$ cat config.mk
export PLATFORM = sky130hd
export DESIGN_NAME = hazard_ctrl
export DESIGN_NICKNAME = d
export VERILOG_FILES = /design/src/rtl/hazard_ctrl.sv
export SDC_FILE = /design/constraint.sdc
export NUM_CORES = 1
export LEC_CHECK = 0
export ABC_AREA = 1
export BUFFER_PORTS_ARGS = -buffer_cell sky130_fd_sc_hd__buf_2
export CORE_UTILIZATION = 55
export CTS_CLUSTER_SIZE = 30
export DETAILED_ROUTE_END_ITERATION = 6
export HOLD_SLACK_MARGIN = 0.03
export MAX_ROUTING_LAYER = met4
export PLACE_DENSITY = 0.85
export SLEW_MARGIN = 20
export SYNTH_ARGS = -nofsm -noshare
export SYNTH_HDL_FRONTEND = slang
export SYNTH_SLANG_ARGS = --single-unit
export TNS_END_PERCENT = 10
$ cat constraint.sdc
create_clock -name clk -period 1.7 [get_ports clk]
set_input_delay 0 -clock clk [delete_from_list [all_inputs] [get_ports clk]]
set_output_delay 0 -clock clk [all_outputs]
set_load 0.03 [all_outputs]
$ cat src/rtl/hazard_ctrl.sv
// rtl/hazard_ctrl.sv - RV32I 5-stage hazard detection, operand forwarding and flush control
module hazard_ctrl #(
  parameter int CNT_W = 16
) (
  input  logic             clk,
  input  logic             rst_n,
  input  logic [4:0]       Rs1D,
  input  logic [4:0]       Rs2D,
  input  logic [4:0]       RdD,
  input  logic             UsesRs1D,
  input  logic             UsesRs2D,
  input  logic             RegWriteD,
  input  logic [1:0]       ResultSrcD,
  input  logic             PCSrcE,
  output logic             StallF,
  output logic             StallD,
  output logic             FlushD,
  output logic             FlushE,
  output logic [1:0]       ForwardAE,
  output logic [1:0]       ForwardBE,
  output logic [CNT_W-1:0] StallCount,
  output logic [CNT_W-1:0] FlushCount
);

  localparam logic [CNT_W-1:0] CNT_MAX = '1;

  logic [4:0] rs1_e;
  logic [4:0] rs2_e;
  logic [4:0] rd_e;
  logic       reg_write_e;
  logic       load_e;
  logic [4:0] rd_m;
  logic       reg_write_m;
  logic [4:0] rd_w;
  logic       reg_write_w;
  logic       lw_stall;

  // M beats W so the youngest producer wins; x0 is hardwired zero and never forwarded.
  function automatic logic [1:0] fwd_sel(input logic [4:0] rs, input logic [4:0] rdm,
                                         input logic wm, input logic [4:0] rdw,
                                         input logic ww);
    logic [1:0] sel;
    sel = 2'b00;
    if (wm && (rdm != 5'd0) && (rdm == rs))
      sel = 2'b10;
    else if (ww && (rdw != 5'd0) && (rdw == rs))
      sel = 2'b01;
    return sel;
  endfunction

  always_comb begin
    lw_stall = load_e && (rd_e != 5'd0) &&
               ((UsesRs1D && (Rs1D == rd_e)) || (UsesRs2D && (Rs2D == rd_e)));
  end

  // A resolved branch makes the decode instruction wrong-path, so it overrides the stall.
  assign StallF    = lw_stall && !PCSrcE;
  assign StallD    = lw_stall && !PCSrcE;
  assign FlushD    = PCSrcE;
  assign FlushE    = lw_stall || PCSrcE;
  assign ForwardAE = fwd_sel(rs1_e, rd_m, reg_write_m, rd_w, reg_write_w);
  assign ForwardBE = fwd_sel(rs2_e, rd_m, reg_write_m, rd_w, reg_write_w);

  always_ff @(posedge clk or negedge rst_n) begin
    if (!rst_n) begin
      rs1_e       <= 5'd0;
      rs2_e       <= 5'd0;
      rd_e        <= 5'd0;
      reg_write_e <= 1'b0;
      load_e      <= 1'b0;
      rd_m        <= 5'd0;
      reg_write_m <= 1'b0;
      rd_w        <= 5'd0;
      reg_write_w <= 1'b0;
    end else begin
      if (FlushE) begin
        rs1_e       <= 5'd0;
        rs2_e       <= 5'd0;
        rd_e        <= 5'd0;
        reg_write_e <= 1'b0;
        load_e      <= 1'b0;
      end else begin
        rs1_e       <= Rs1D;
        rs2_e       <= Rs2D;
        rd_e        <= RdD;
        reg_write_e <= RegWriteD;
        load_e      <= (ResultSrcD == 2'b01);
      end
      rd_m        <= rd_e;
      reg_write_m <= reg_write_e;
      rd_w        <= rd_m;
      reg_write_w <= reg_write_m;
    end
  end

  always_ff @(posedge clk or negedge rst_n) begin
    if (!rst_n) begin
      StallCount <= '0;
      FlushCount <= '0;
    end else begin
      if (StallD && (StallCount != CNT_MAX))
        StallCount <= StallCount + CNT_W'(1);
      if (FlushD && (FlushCount != CNT_MAX))
        FlushCount <= FlushCount + CNT_W'(1);
    end
  end

endmodule

==> flow_metrics.env <==
export IMPL_final_hold_violation_count=0
export IMPL_antenna_diode_count=0
export IMPL_r2r_start="rd_e[2]$_DFF_PN0_"
export IMPL_netlist_area_sq_mm=0.00317
export IMPL_ios=63
export IMPL_ys_types=21
export IMPL_cts_max_level=3
export IMPL_switching_share_pct=31.2
export IMPL_num_rows=27
export IMPL_cts_num_sinks=61
export IMPL_final_max_slew_viol_count=0
export IMPL_peakVddDrop_uv=1070
export IMPL_drt_iter0_drc=259
export IMPL_period_share_pct=99.5
export IMPL_wl_per_cell_um=14.3
export IMPL_gp_congestion=0.906
export IMPL_startpoint_type="flip-flop"
export IMPL_die_h_um=77.9
export IMPL_drt_wl_total_mm=8.14
export IMPL_synth_seq_cells=61
export IMPL_maxCapViolCount=0
export IMPL_critPathMaxFanout=5
export IMPL_first_pass_iters=6
export IMPL_clock_power_share_pct=36.4
export IMPL_clkLatencyLatePin_ns=0.34
export IMPL_ys_seq_area_share_pct=48.2
export IMPL_intPower_mw=2.73
export IMPL_post_route_drc_count=0
export IMPL_ant_nets=0
export IMPL_layout_commonest_cell="nand2_1"
export IMPL_globalRouteOverflowTotal=0
export IMPL_crit_required_ns=1.95
export IMPL_grt_pass1_wl_mm=13.3
export IMPL_pwr_share_seq_pct=43.2
export IMPL_grt_max_degree=44
export IMPL_stdcell_count=569
export IMPL_hp_class="input pin to flip-flop"
export IMPL_worst_pin_slew_ns=0.486
export IMPL_layout_nets=517
export IMPL_antenna_found_initial=0
export IMPL_die_area_sq_mm=0.00606
export IMPL_grt_pass1_vias=2929
export IMPL_place_area_sq_mm=0.00361
export IMPL_setup_viol=0
export IMPL_most_common_layout_cells="nand2_1 (114), dfrtp_1 (61), buf_2 (59), nor2_1 (53), inv_1 (43)"
export IMPL_end_kind="flip-flop"
export IMPL_avgSynthCellArea_sq_um=8.12
export IMPL_io_buffers=62
export IMPL_clk_pin_slew_ns=0.08
export IMPL_power_density_mw_per_mm2=966
export IMPL_areaGrowthSynthToFinish_pct=29.9
export IMPL_core_area_sq_mm=0.00554
export IMPL_vias_per_cell=5.25
export IMPL_path_class="flip-flop to flip-flop"
export IMPL_finish_utilization_pct=74.2
export IMPL_dp_cells=528
export IMPL_synthesis_nets=415
export IMPL_outcome="finished, final reports clean"
export IMPL_relSlewSlack_pct=67.6
export IMPL_grt_setup_unrepaired="true"
export IMPL_combPwrFrac_pct=20.4
export IMPL_clock_path_buffers=2
export IMPL_drive_gt1_share_pct=22.1
export IMPL_power_switching_mw=1.24
export IMPL_fin_worst_skew_ns=0.0153
export IMPL_fin_area_sq_mm=0.00411
export IMPL_tritoncts="done"
export IMPL_worstPathArrival_ns=1.94
export IMPL_netlist_instances=390
export IMPL_leakage_nw=2.20
export IMPL_vias=2987
export IMPL_start_util_pct=57.1
export IMPL_startpoint="rd_e[2]$_DFF_PN0_"
export IMPL_cts_root_buf="clkbuf_8"
export IMPL_numCtsBuffers=9
export IMPL_period_minus_slack_ns=1.69
export IMPL_grtUsageTotal_pct=29.5
export IMPL_dp_hpwl_mm=5.08
export IMPL_fin_tns_setup_ns=0
export IMPL_max_freq_mhz=591
export IMPL_dieWidth_um=77.9
export IMPL_min_delay_start="PCSrcE"
export IMPL_yosysWarnings=0
-- cell families after synthesis --
| kind of cell | count (synthesis) | share of synthesized area, % |
|---|---|---|
| DFF | 61 | 48.2 |
| buffers and inverters | 54 | 7.11 |
| AOI/OAI and AO/OA | 7 | 1.11 |
| xor gates and xnor gates | 46 | 12.7 |
| and+or+nand+nor | 220 | 30.0 |
| adders and majority gates | 2 | 0.790 |
-- worst max-delay path: stages, from the launching register on --
cell and delay (ns):
dfrtp_1 0.42, inv_2 0.11, nand2_1 0.06, nand2_1 0.08
nor2_2 0.04, nand3_1 0.09, nand2_2 0.11, nand2_1 0.14
nand2_4 0.09, buf_4 0.16, buf_4 0.14, nor2_1 0.16
-- synth_stat cells --
library cell  number  area share, %
nand2_1          114             14
nand3_4            1           0.55
nand2_2            3           0.59
nor2_1            55            6.5
buf_6              1           0.36
xor2_1            25            6.9
nor3_1             8            1.3
inv_1             46            5.5
dfrtp_1           61             48
o21ai_0            6           0.95
ha_1               2           0.79
nand3_1           25            4.0
nand4_4            1           0.67
xnor2_1           21            5.8
buf_4              4           0.95
nand4_1            7            1.4
inv_2              3           0.36
nor2_4             1           0.36
nor3_2             2           0.63
a21oi_1            1           0.16
nor4_1             3           0.59
-- final timing paths --
check / end / slack [ns] / cells after the start
min in group asynchronous: StallCount[14]$_DFFE_PN0P_ / 0.14 / 2
min reg2reg: reg_write_m$_DFF_PN0_ / 0.35 / 0
min: FlushCount[0]$_DFFE_PN0P_ / 0.1 / 3
max: rs1_e[2]$_DFF_PN0_ / 0.009 / 11
max reg2reg: rs1_e[2]$_DFF_PN0_ / 0.009 / 11
max in group asynchronous: StallCount[1]$_DFFE_PN0P_ / 0.95 / 3
-- through the flow --
| step | hold WS, ns | setup slack [ns] | total power, mW |
|---|---|---|---|
| 6_report | 0.0960 | 0.00911 | 3.97 |
| 5_1_grt | 0.104 | -0.0698 | 4.14 |
| 4_1_cts | 0.0710 | -0.0109 | 3.96 |
| 3_5_place_dp | -0.0187 | 0.0941 | 2.49 |
| 3_3_place_gp | -0.0317 | 0.138 | 2.46 |
| 2_1_floorplan | -0.296 | -0.329 | 2.20 |
-- metal layers --
metal	global-route usage, %	vias up	wire [um]
met3	4.12	28	396
met4	15.7	0	234
li1	-	1403	-
met1	33.4	1411	3210
met5	-	-	0
met2	50.7	145	4290
-- what timing repair did --
| item | 4_1_cts | 5_1_grt |
|---|---|---|
| gates cloned | 0 | 0 |
| setup endpoints to repair | 3 | 21 |
| pin swaps | 0 | 4 |
| hold buffers | 20 | 0 |
| setup buffers | 0 | 5 |
| resized for setup | 4 | 11 |
| endpoints found under the hold margin | 79 | 0 |
-- registers in the layout (all words and copies together) (netlist names) --
signal	cells
StallCount	16
rd_w	5
reg_write_e	1
reg_write_w	1
rs2_e	5
FlushCount	16
load_e	1
rs1_e	5
rd_e	5
reg_write_m	1
rd_m	5
-- final cells by class --
class                      count  area [sq um]
clock buffer                  10           138
clock inverter                 6          86.3
fill                         381          1430
inverter                      49           184
multi-input combinational    275          1440
sequential                    61          1530
tap                           72          90.1
timing repair buffer          96           652
-- power by group through the flow --
stage	Clock (mW)	Sequential (mW)	Combinational, mW
2_1_floorplan	0	1.90	0.303
3_3_place_gp	0	1.73	0.728
3_5_place_dp	0	1.73	0.752
4_1_cts	1.45	1.71	0.792
5_1_grt	1.52	1.73	0.882
6_report	1.44	1.72	0.812
(Power assumes the default switching activity.)
